$ cat config.mk
export PLATFORM = sky130hd
export DESIGN_NAME = demux_sched_ctrl_flat
export DESIGN_NICKNAME = d
export VERILOG_FILES = /design/src/rtl/demux_sched_ctrl_pkg.sv /design/src/rtl/demux_sched_ctrl_if.sv /design/src/rtl/demux_sched_cnt.sv /design/src/rtl/demux_sched_ctrl.sv /design/src/flat_wrapper.sv
export SDC_FILE = /design/constraint.sdc
export NUM_CORES = 1
export LEC_CHECK = 0
export CORE_MARGIN = 4
export CORE_UTILIZATION = 60
export DETAILED_ROUTE_END_ITERATION = 7
export DONT_BUFFER_PORTS = 1
export PLACE_DENSITY_LB_ADDON = 0.1
export SETUP_SLACK_MARGIN = 0.5
export SLEW_MARGIN = 20
export SYNTH_ARGS = -nofsm -noshare
export SYNTH_HDL_FRONTEND = slang
export SYNTH_SLANG_ARGS = --single-unit
$ cat constraint.sdc
create_clock -name clk -period 2.2 [get_ports clk]
set_input_delay 0.22 -clock clk [delete_from_list [all_inputs] [get_ports clk]]
set_output_delay 0.22 -clock clk [all_outputs]
set_load 0.005 [all_outputs]
$ cat src/rtl/demux_sched_ctrl_pkg.sv
// Shared types and defaults for the demux scheduler/controller.
// Optional per-lane counters are enabled by DEMUX_SCHED_CNT_EN.
package demux_sched_ctrl_pkg;

   localparam int DATA_W_DEF = 8;
   localparam int CNT_W_DEF  = 8;

   localparam logic [1:0] ESTADO_IDLE   = 2'd0;
   localparam logic [1:0] ESTADO_ACTIVE = 2'd1;
   localparam logic [1:0] ESTADO_STALL  = 2'd2;

   typedef enum logic [1:0] {
      ST_IDLE   = ESTADO_IDLE,
      ST_ACTIVE = ESTADO_ACTIVE,
      ST_STALL  = ESTADO_STALL
   } state_t;

   function automatic state_t next_state(
      input logic valid,
      input logic acc
   );
      if (!valid)
         return ST_IDLE;
      else if (acc)
         return ST_ACTIVE;
      else
         return ST_STALL;
   endfunction

endpackage

$ cat src/rtl/demux_sched_ctrl_if.sv
// Upstream, lane-status and output bundle of the demux scheduler.
// The slave side is the scheduler, the master side drives it.
interface demux_sched_ctrl_if #(
   parameter int DATA_W = 8,
   parameter int CNT_W  = 8
);
   logic              valid_in;
   logic [DATA_W-1:0] data_in;
   logic              mode;
   logic              full0;
   logic              full1;
   logic              ready_out;
   logic              selector;
   logic              validout0;
   logic              validout1;
   logic [DATA_W-1:0] dataout0;
   logic [DATA_W-1:0] dataout1;
   logic [1:0]        estado;
   logic [CNT_W-1:0]  count0;
   logic [CNT_W-1:0]  count1;

   modport master (
      output valid_in, data_in, mode, full0, full1,
      input  ready_out, selector, validout0, validout1,
      input  dataout0, dataout1, estado, count0, count1
   );

   modport slave (
      input  valid_in, data_in, mode, full0, full1,
      output ready_out, selector, validout0, validout1,
      output dataout0, dataout1, estado, count0, count1
   );
endinterface

$ cat src/rtl/demux_sched_cnt.sv
// Wrapping per-lane word counter with enable.
module demux_sched_cnt #(
   parameter int CNT_W = 8
) (
   input  logic             clk,
   input  logic             reset,
   input  logic             en,
   output logic [CNT_W-1:0] count
);

   always_ff @(posedge clk or posedge reset) begin
      if (reset)
         count <= '0;
      else if (en)
         count <= count + 1'b1;
   end

endmodule

$ cat src/rtl/demux_sched_ctrl.sv
// 1:2 demux scheduler: round-robin or routed lane choice, backpressure.
// Define DEMUX_SCHED_CNT_EN to build the per-lane word counters.
module demux_sched_ctrl
   import demux_sched_ctrl_pkg::*;
#(
   parameter int DATA_W = DATA_W_DEF,
   parameter int CNT_W  = CNT_W_DEF
) (
   input logic clk,
   input logic reset,
   demux_sched_ctrl_if.slave bus
);

   logic              ptr;
   logic              target;
   logic              ready;
   logic              accept;
   logic              sel_q;
   logic              v0_q;
   logic              v1_q;
   logic [DATA_W-1:0] d0_q;
   logic [DATA_W-1:0] d1_q;
   state_t            state;

   always_comb begin
      target = 1'b0;
      ready  = 1'b0;
      if (bus.mode) begin
         target = bus.data_in[DATA_W-1];
         ready  = target ? !bus.full1 : !bus.full0;
      end else begin
         // skip the pointed lane when it is full
         target = (ptr ? bus.full1 : bus.full0) ? ~ptr : ptr;
         ready  = !(bus.full0 & bus.full1);
      end
      if (reset)
         ready = 1'b0;
   end

   assign accept = bus.valid_in & ready;

   always_ff @(posedge clk or posedge reset) begin
      if (reset) begin
         ptr   <= 1'b0;
         sel_q <= 1'b0;
         v0_q  <= 1'b0;
         v1_q  <= 1'b0;
         d0_q  <= '0;
         d1_q  <= '0;
         state <= ST_IDLE;
      end else begin
         v0_q  <= accept & ~target;
         v1_q  <= accept & target;
         state <= next_state(bus.valid_in, accept);
         if (accept) begin
            sel_q <= target;
            if (target)
               d1_q <= bus.data_in;
            else
               d0_q <= bus.data_in;
            if (!bus.mode)
               ptr <= ~target;
         end
      end
   end

   assign bus.ready_out = ready;
   assign bus.selector  = sel_q;
   assign bus.validout0 = v0_q;
   assign bus.validout1 = v1_q;
   assign bus.dataout0  = d0_q;
   assign bus.dataout1  = d1_q;
   assign bus.estado    = state;

`ifdef DEMUX_SCHED_CNT_EN
   demux_sched_cnt #(
      .CNT_W(CNT_W)
   ) u_cnt0 (
      .clk  (clk),
      .reset(reset),
      .en   (accept & ~target),
      .count(bus.count0)
   );

   demux_sched_cnt #(
      .CNT_W(CNT_W)
   ) u_cnt1 (
      .clk  (clk),
      .reset(reset),
      .en   (accept & target),
      .count(bus.count1)
   );
`else
   assign bus.count0 = '0;
   assign bus.count1 = '0;
`endif

endmodule

$ cat src/flat_wrapper.sv
// flat-port wrapper written by rule: the top's interface ports become plain ports
module demux_sched_ctrl_flat import demux_sched_ctrl_pkg::*;
#(
   parameter int DATA_W = DATA_W_DEF,
   parameter int CNT_W  = CNT_W_DEF
)
  (clk, reset, bus_valid_in, bus_data_in, bus_mode, bus_full0, bus_full1, bus_ready_out, bus_selector, bus_validout0, bus_validout1, bus_dataout0, bus_dataout1, bus_estado, bus_count0, bus_count1);
  demux_sched_ctrl_if #(.DATA_W(DATA_W), .CNT_W(CNT_W)) bus_i ();
  input logic clk;
  input logic reset;
  input wire logic [$bits(bus_i.valid_in)-1:0] bus_valid_in;
  input wire logic [$bits(bus_i.data_in)-1:0] bus_data_in;
  input wire logic [$bits(bus_i.mode)-1:0] bus_mode;
  input wire logic [$bits(bus_i.full0)-1:0] bus_full0;
  input wire logic [$bits(bus_i.full1)-1:0] bus_full1;
  output wire logic [$bits(bus_i.ready_out)-1:0] bus_ready_out;
  output wire logic [$bits(bus_i.selector)-1:0] bus_selector;
  output wire logic [$bits(bus_i.validout0)-1:0] bus_validout0;
  output wire logic [$bits(bus_i.validout1)-1:0] bus_validout1;
  output wire logic [$bits(bus_i.dataout0)-1:0] bus_dataout0;
  output wire logic [$bits(bus_i.dataout1)-1:0] bus_dataout1;
  output wire logic [$bits(bus_i.estado)-1:0] bus_estado;
  output wire logic [$bits(bus_i.count0)-1:0] bus_count0;
  output wire logic [$bits(bus_i.count1)-1:0] bus_count1;
  assign bus_i.valid_in = bus_valid_in;
  assign bus_i.data_in = bus_data_in;
  assign bus_i.mode = bus_mode;
  assign bus_i.full0 = bus_full0;
  assign bus_i.full1 = bus_full1;
  assign bus_ready_out = bus_i.ready_out;
  assign bus_selector = bus_i.selector;
  assign bus_validout0 = bus_i.validout0;
  assign bus_validout1 = bus_i.validout1;
  assign bus_dataout0 = bus_i.dataout0;
  assign bus_dataout1 = bus_i.dataout1;
  assign bus_estado = bus_i.estado;
  assign bus_count0 = bus_i.count0;
  assign bus_count1 = bus_i.count1;
  demux_sched_ctrl #(.DATA_W(DATA_W), .CNT_W(CNT_W)) u_core (.clk(clk), .reset(reset), .bus(bus_i));
endmodule
==> results.py, run 1 <==
metrics = {
    "global_routing": {
        "grt.overflow.total": 0,
        "grt_pass1_wl_um": 2550,
        "track_usage_pct": 13.7,
        "antenna_found_initial": 0,
        "grt_max_degree": 23,
        "grt_pass1_vias": 506,
    },
    "cts": {
        "cts-root-buf": "clkbuf_4",
        "cts-resized-gates": 0,
        "cts_inserted_buffers": 3,
        "cts_tree": "yes",
        "clock_latency_ns": 0.30,
        "cts.htree.levels": 1,
        "clk_pin_slew_ns": 0.12,
        "ctsLongestPathBuffers": 2,
        "cts_sinks": 22,
    },
    "floorplan": {
        "core_area_um2": 1730,
        "dieArea_um2": 2570,
        "die_h_um": 50.7,
        "start_util_pct": 63.4,
        "die_w_um": 50.7,
        "io_pins": 52,
        "core.rowCount": 15,
    },
    "yosys": {
        "synth_top_family_by_area": "multiplexers",
        "syn_avg_cell_area_um2": 14.8,
        "ys_warn_count": 0,
        "ys_async_sr_fraction_pct": 100,
        "synthSimpleGateAreaFrac_pct": 6.97,
        "synthFlopType": "dfrtp_1",
        "synth_compound_area_share_pct": 7.09,
        "synth_top_area_share_pct": 50.3,
        "muxShareOfSynthArea_pct": 23.3,
        "synthAdderAreaFrac_pct": 0,
        "synth.ff_latch_count": 22,
        "synth_largest_area_cell": "dfrtp_1",
        "synth_cell_type_count": 16,
        "syn-cell-area_um2": 1090,
        "yosys-top-cells-area": "dfrtp_1 (50%), mux2_4 (23%), buf_4 (11%)",
        "synth_xor_area_share_pct": 0,
        "seq_area_frac_synth_pct": 50.3,
        "synthCells": 74,
        "synth-edff-count": 0,
        "yosysMostFrequentCell": "dfrtp_1",
        "synthTopCellsByCount": "dfrtp_1 (22), mux2_4 (17), buf_4 (16)",
    },
    "drt": {
        "drt-met1-wl_um": 615,
        "viasPerCell": 5.13,
        "maxUsedRoutingLayer": "met4",
        "wl_met3_um": 231,
        "dr.pass1.iters": 3,
        "drtAntennaViolNets": 0,
        "drtIter0Drc": 4,
        "via_count": 534,
        "drc": 0,
        "met2_length_um": 786,
        "drt-total-wl_um": 1660,
        "wl_per_cell_um": 15.9,
    },
    "sta": {
        "hold_viol": 0,
        "slew_headroom_pct": 47.3,
        "rsz0062_at_grt": "false",
        "post-route-period-util_pct": 71.4,
        "setup_viol": 0,
        "worst_hold_slack_ns": 0.0501,
        "worst_pin_slew_ns": 0.789,
        "skew_ns": 0.00743,
        "fin_ws_ns": 0.628,
        "slew_violations": 0,
        "max_clock_freq_mhz": 636,
        "period_needed_ns": 1.57,
        "tns_ns": 0,
    },
    "place": {
        "postPlaceCellArea_um2": 1060,
        "pre_cts_slack_ns": 0.531,
        "dp_cells": 98,
        "numPortBuffers": 0,
        "gp_congestion": 0.672,
        "place_hpwl_um": 1240,
    },
    "power_and_ir_drop": {
        "power_density_nw_per_um2": 978,
        "power.leakage_nw": 0.577,
        "ir_drop_uv": 466,
        "power_mw": 1.11,
    },
    "worst_setup_path": {
        "cp_top_family": "simple AND/OR/NAND/NOR gates",
        "crit_chain": "nor2b_1, o31ai_4, buf_4, nor2_8, mux2_4",
        "worstPathArrival_ns": 1.77,
        "cp_data_required_time_ns": 2.40,
        "worst_path_max_delay_cell": "dfrtp_1",
        "critPathMaxFanout": 10,
        "cpPeakStageDelay_ns": 0.38,
        "setup.worst_path.start_class": "flip-flop",
        "end_kind": "flip-flop",
        "crit_buf_inv": 1,
        "path_class": "flip-flop to flip-flop",
    },
    "final_layout": {
        "area_growth_pct": 3.43,
        "design_area_um2": 1130,
        "final_core_util_pct": 65.6,
        "drive_gt1_share_pct": 34.2,
        "fin_cells": 104,
        "diodes": 0,
        "final_nets": 94,
    },
    "run_status": {
        "status": "finished clean",
    },
    "hold_path": {
        "hold_class": "primary input to flip-flop",
    },
    "job": {
        "drv_cap": 0,
    },
}
-- area by class of cell --
class | count | area (um^2)
tap | 25 | 31.3
inverter | 3 | 11.3
timing repair buffer | 2 | 17.5
multi-input combinational | 48 | 469
clock inverter | 1 | 30.0
sequential | 22 | 551
clock buffer | 3 | 22.5
fill | 141 | 594
-- what timing repair did --
item / in CTS / in global routing
hold buffers: 1 / 0
setup endpoints to repair: 0 / 8
hold endpoints to repair: 22 / 0
setup buffers: 0 / 1
-- metal layers --
metal,track usage [%],vias up
li1,-,229
met1,16.3,262
met2,21.5,39
met3,6.23,4
met4,5.38,0
met5,0,-
-- where the power goes --
| part | internal, mW | leakage, nW | switching (mW) |
|---|---|---|---|
| Combinational | 0.144 | 0.281 | 0.0715 |
| Clock | 0.184 | 0.0279 | 0.117 |
| Sequential | 0.507 | 0.268 | 0.0829 |
-- flip-flops by register name, summed over array words and instances (netlist names) --
name / cells
u_core.bus.validout0: 1
u_core.bus.dataout1: 8
u_core.bus.dataout0: 8
u_core.bus.selector: 1
u_core.ptr: 1
u_core.bus.estado: 2
u_core.bus.validout1: 1
-- placed cells by master, fill, tap and decap left out --
cell,n
a21o_1,1
a21oi_1,1
a221o_2,1
a221oi_4,1
a31oi_1,1
buf_4,1
bufinv_16,1
clkbuf_4,3
conb_1,16
dfrtp_1,22
dlygate4sd3_1,1
inv_1,3
mux2_4,17
nand2b_1,2
nand3_4,1
nor2_1,2
nor2_8,1
nor2b_1,3
o31ai_4,1
-- worst paths after layout --
| check | endpoint | start | slack (ns) | cells after the start |
|---|---|---|---|---|
| max in group asynchronous | u_core.bus.estado[1] | reset | 1.22 | 2 |
| min in group asynchronous | u_core.bus.dataout0[6] | reset | 0.49 | 2 |
| setup / recovery | u_core.bus.dataout1[2] | u_core.ptr | 0.63 | 5 |
| setup reg to reg | u_core.bus.dataout1[2] | u_core.ptr | 0.63 | 5 |
| hold reg to reg | u_core.bus.selector | u_core.bus.selector | 0.53 | 1 |
| hold / removal | u_core.bus.dataout1[0] | bus_data_in[0] | 0.05 | 1 |
-- kinds of logic after synthesis --
group           Yosys count
simple gates              9
other cells               1
flops                    22
mux                      17
buf+inv                  19
compound gates            6
Note: power is estimated with default switching activity, not from simulation.
==> run 2, diff against run 1 <==
--- a/config.mk
+++ b/config.mk
@@ -5,8 +5,9 @@
 export SDC_FILE = /design/constraint.sdc
 export NUM_CORES = 1
 export LEC_CHECK = 0
+export ABC_AREA = 1
 export CORE_MARGIN = 4
-export CORE_UTILIZATION = 60
+export CORE_UTILIZATION = 55
 export DETAILED_ROUTE_END_ITERATION = 7
 export DONT_BUFFER_PORTS = 1
 export PLACE_DENSITY_LB_ADDON = 0.1
==> constraint.sdc (replaced) <==
create_clock -name clk -period 1.3 [get_ports clk]
set_input_delay 0.13 -clock clk [delete_from_list [all_inputs] [get_ports clk]]
set_output_delay 0.13 -clock clk [all_outputs]
set_load 0.005 [all_outputs]
==> run 2 against run 1 <==
  * The flow now finishes with violations (hold timing)
  * Critical path type unchanged
  * Cell count rose by 68%
  * Worst hold slack worse by 0.29 ns
  * First-iteration DRC count rose to 7.5 times the previous value
==> results.py, run 2 <==
metrics = {
    "run_status": {
        "status": "finished with violations",
        "violations": "hold timing",
    },
    "power_and_ir_drop": {
        "power.leakage_nw": 0.709,
        "power_density_nw_per_um2": 1440,
        "p_int_mw": 1.34,
        "p_switching_mw": 0.620,
        "clock_power_share_pct": 26.9,
        "ir_drop_uv": 910,
        "p_comb_share_pct": 23.7,
        "p_seq_share_pct": 49.4,
        "p_sw_share_pct": 31.6,
    },
    "final_layout": {
        "design_area_um2": 1360,
        "final.fill_count": 178,
        "drive_gt1_share_pct": 18.2,
        "diodes": 0,
        "area_growth_pct": 9.78,
        "seq_area_um2": 551,
        "mostFrequentLayoutCells": "nand2_1 (22), dfrtp_1 (22), inv_1 (20)",
        "multiInputGateArea_um2": 579,
        "final_nets": 163,
    },
    "worst_setup_path": {
        "worstPathArrival_ns": 1.33,
        "cp_data_required_time_ns": 1.51,
        "critPathMaxFanout": 5,
        "end_kind": "flip-flop",
        "path_class": "flip-flop to flip-flop",
        "setup.worst_path.start_class": "flip-flop",
    },
    "sta": {
        "slew_violations": 0,
        "skew_ns": 0.00752,
        "period_needed_ns": 1.12,
        "worst_hold_slack_ns": -0.236,
        "hold_viol": 38,
        "tns_ns": 0,
        "fin_ws_ns": 0.183,
        "setup_viol": 0,
        "rsz0062_at_grt": "true",
        "post-route-period-util_pct": 85.9,
        "max_clock_freq_mhz": 895,
    },
    "yosys": {
        "yosys-top-cells-area": "dfrtp_1 (44%), buf_4 (11%), o21bai_1 (9.7%)",
        "synthTopCellsByCount": "nand2_1 (25), inv_1 (23), dfrtp_1 (22)",
        "synth.ff_latch_count": 22,
        "seq_area_frac_synth_pct": 44.4,
        "yosysMostFrequentCell": "nand2_1",
        "synthCells": 142,
        "ys_warn_count": 0,
        "ys_async_sr_fraction_pct": 100,
        "synthFlopType": "dfrtp_1",
        "synth_cell_type_count": 19,
        "syn_avg_cell_area_um2": 8.74,
        "synth_top_area_share_pct": 44.4,
        "synth-edff-count": 0,
        "syn-cell-area_um2": 1240,
        "synth_largest_area_cell": "dfrtp_1",
    },
    "place": {
        "postPlaceCellArea_um2": 1170,
        "pre_cts_slack_ns": 0.0684,
        "place_hpwl_um": 1800,
        "numPortBuffers": 0,
        "gp_congestion": 0.744,
    },
    "hold_path": {
        "hold_class": "primary input to async pin",
    },
    "drt": {
        "drtIter0Drc": 30,
        "via_count": 947,
        "drt-total-wl_um": 2810,
        "wl_per_cell_um": 16.1,
        "drc": 0,
        "drtAntennaViolNets": 0,
        "viasPerCell": 5.41,
        "dr.pass1.iters": 4,
    },
    "job": {
        "drv_cap": 0,
    },
    "cts": {
        "cts_sinks": 22,
        "cts_tree": "yes",
        "cts_inserted_buffers": 3,
        "cts.htree.levels": 1,
        "cts-root-buf": "clkbuf_4",
        "clock_latency_ns": 0.31,
        "clk_pin_slew_ns": 0.13,
        "ctsLongestPathBuffers": 2,
    },
    "floorplan": {
        "die_w_um": 55.5,
        "core_area_um2": 2040,
        "dieArea_um2": 3080,
        "io_pins": 52,
        "core.rowCount": 16,
        "start_util_pct": 60.8,
        "die_h_um": 55.5,
    },
    "global_routing": {
        "grt.overflow.total": 0,
        "antenna_found_initial": 0,
        "track_usage_pct": 18.3,
        "grt_pass1_vias": 911,
        "grt_pass1_wl_um": 4550,
        "grt_max_degree": 24,
    },
}
[run 2: cell types whose count changed after synthesis, sizes merged, moves of 2 or more]
cell    previous run  this run
o21bai             0        16
nand2              0        30
inv                3        24
nor2b              3         0
buf               16        22
o21ai              0         2
nand3              1         3
mux2              17         0
nand4              0        17
nand2b             2         0
[run 2: final timing paths]
path                                           from                     end  slack (ns)  cells past startpoint
worst max register to register           u_core.ptr  u_core.bus.dataout0[2]        0.18                      6
worst min-delay path                          reset  u_core.bus.dataout0[2]       -0.24                      2
worst max-delay path                     u_core.ptr  u_core.bus.dataout0[2]        0.18                      6
min in group clk                       bus_valid_in  u_core.bus.dataout0[0]       -0.05                      2
max in group asynchronous                     reset  u_core.bus.dataout0[4]        1.30                      2
worst min register to register  u_core.bus.selector     u_core.bus.selector        0.53                      2
[run 2: kinds of logic after synthesis]
family,share of synthesized area (%)
buffers and inverters,21.6
AO/OA/AOI/OAI,11.8
other,0.302
flip-flops,44.4
AND/OR/NAND/NOR,22.0
[run 2: what timing repair did]
item	4_1_cts	5_1_grt
hold buffers	1	2
pin swaps	15	4
cloned	4	0
resized for setup	16	1
endpoints found under the hold margin	39	39
setup endpoints to repair	42	41
setup buffers	1	0
[run 2: critical path, stage by stage, from the launching register on]
cell and delay (ns):
dfrtp_1 0.44, inv_2 0.09, nand2_2 0.07, nand3_4 0.11
nand2_4 0.08, o21bai_1 0.14, nand2_1 0.08
[run 2: power groups by stage]
| stage | registers, mW | logic, mW | clock network, mW |
|---|---|---|---|
| after floorplan | 0.948 | 0.384 | 0 |
| after global placement | 0.981 | 0.365 | 0 |
| after detailed placement | 0.991 | 0.376 | 0 |
| after CTS | 0.979 | 0.456 | 0.531 |
| after global routing | 0.997 | 0.529 | 0.568 |
| final | 0.971 | 0.465 | 0.528 |
[run 2: area by class of cell]
| type | instances | area share (%) |
|---|---|---|
| clock buffers | 3 | 1.65 |
| clock inverters | 1 | 2.20 |
| inverters | 24 | 6.89 |
| multi-input cells | 92 | 42.5 |
| flip-flops and latches | 22 | 40.4 |
| well taps | 27 | 2.48 |
| repair buffers | 6 | 3.86 |
[run 2: through the flow]
stage               total power, mW  instances  utilization (%)  hold slack (ns)
floorplan                      1.33        157                -          0.00752
global placement               1.35        163             57.4           0.0975
detailed placement             1.37        163             57.4           0.0998
CTS                            1.97        173             65.7           -0.226
global route                   2.09        175             66.7           -0.226
finish                         1.96        175             66.7           -0.236
[run 2: layer usage]
metal	vias up	global-route usage (%)	part of all wire, %
met4	0	5.90	1.4
met2	52	28.5	49
met5	-	0	0
li1	439	-	-
met1	448	23.3	39
met3	8	6.76	11
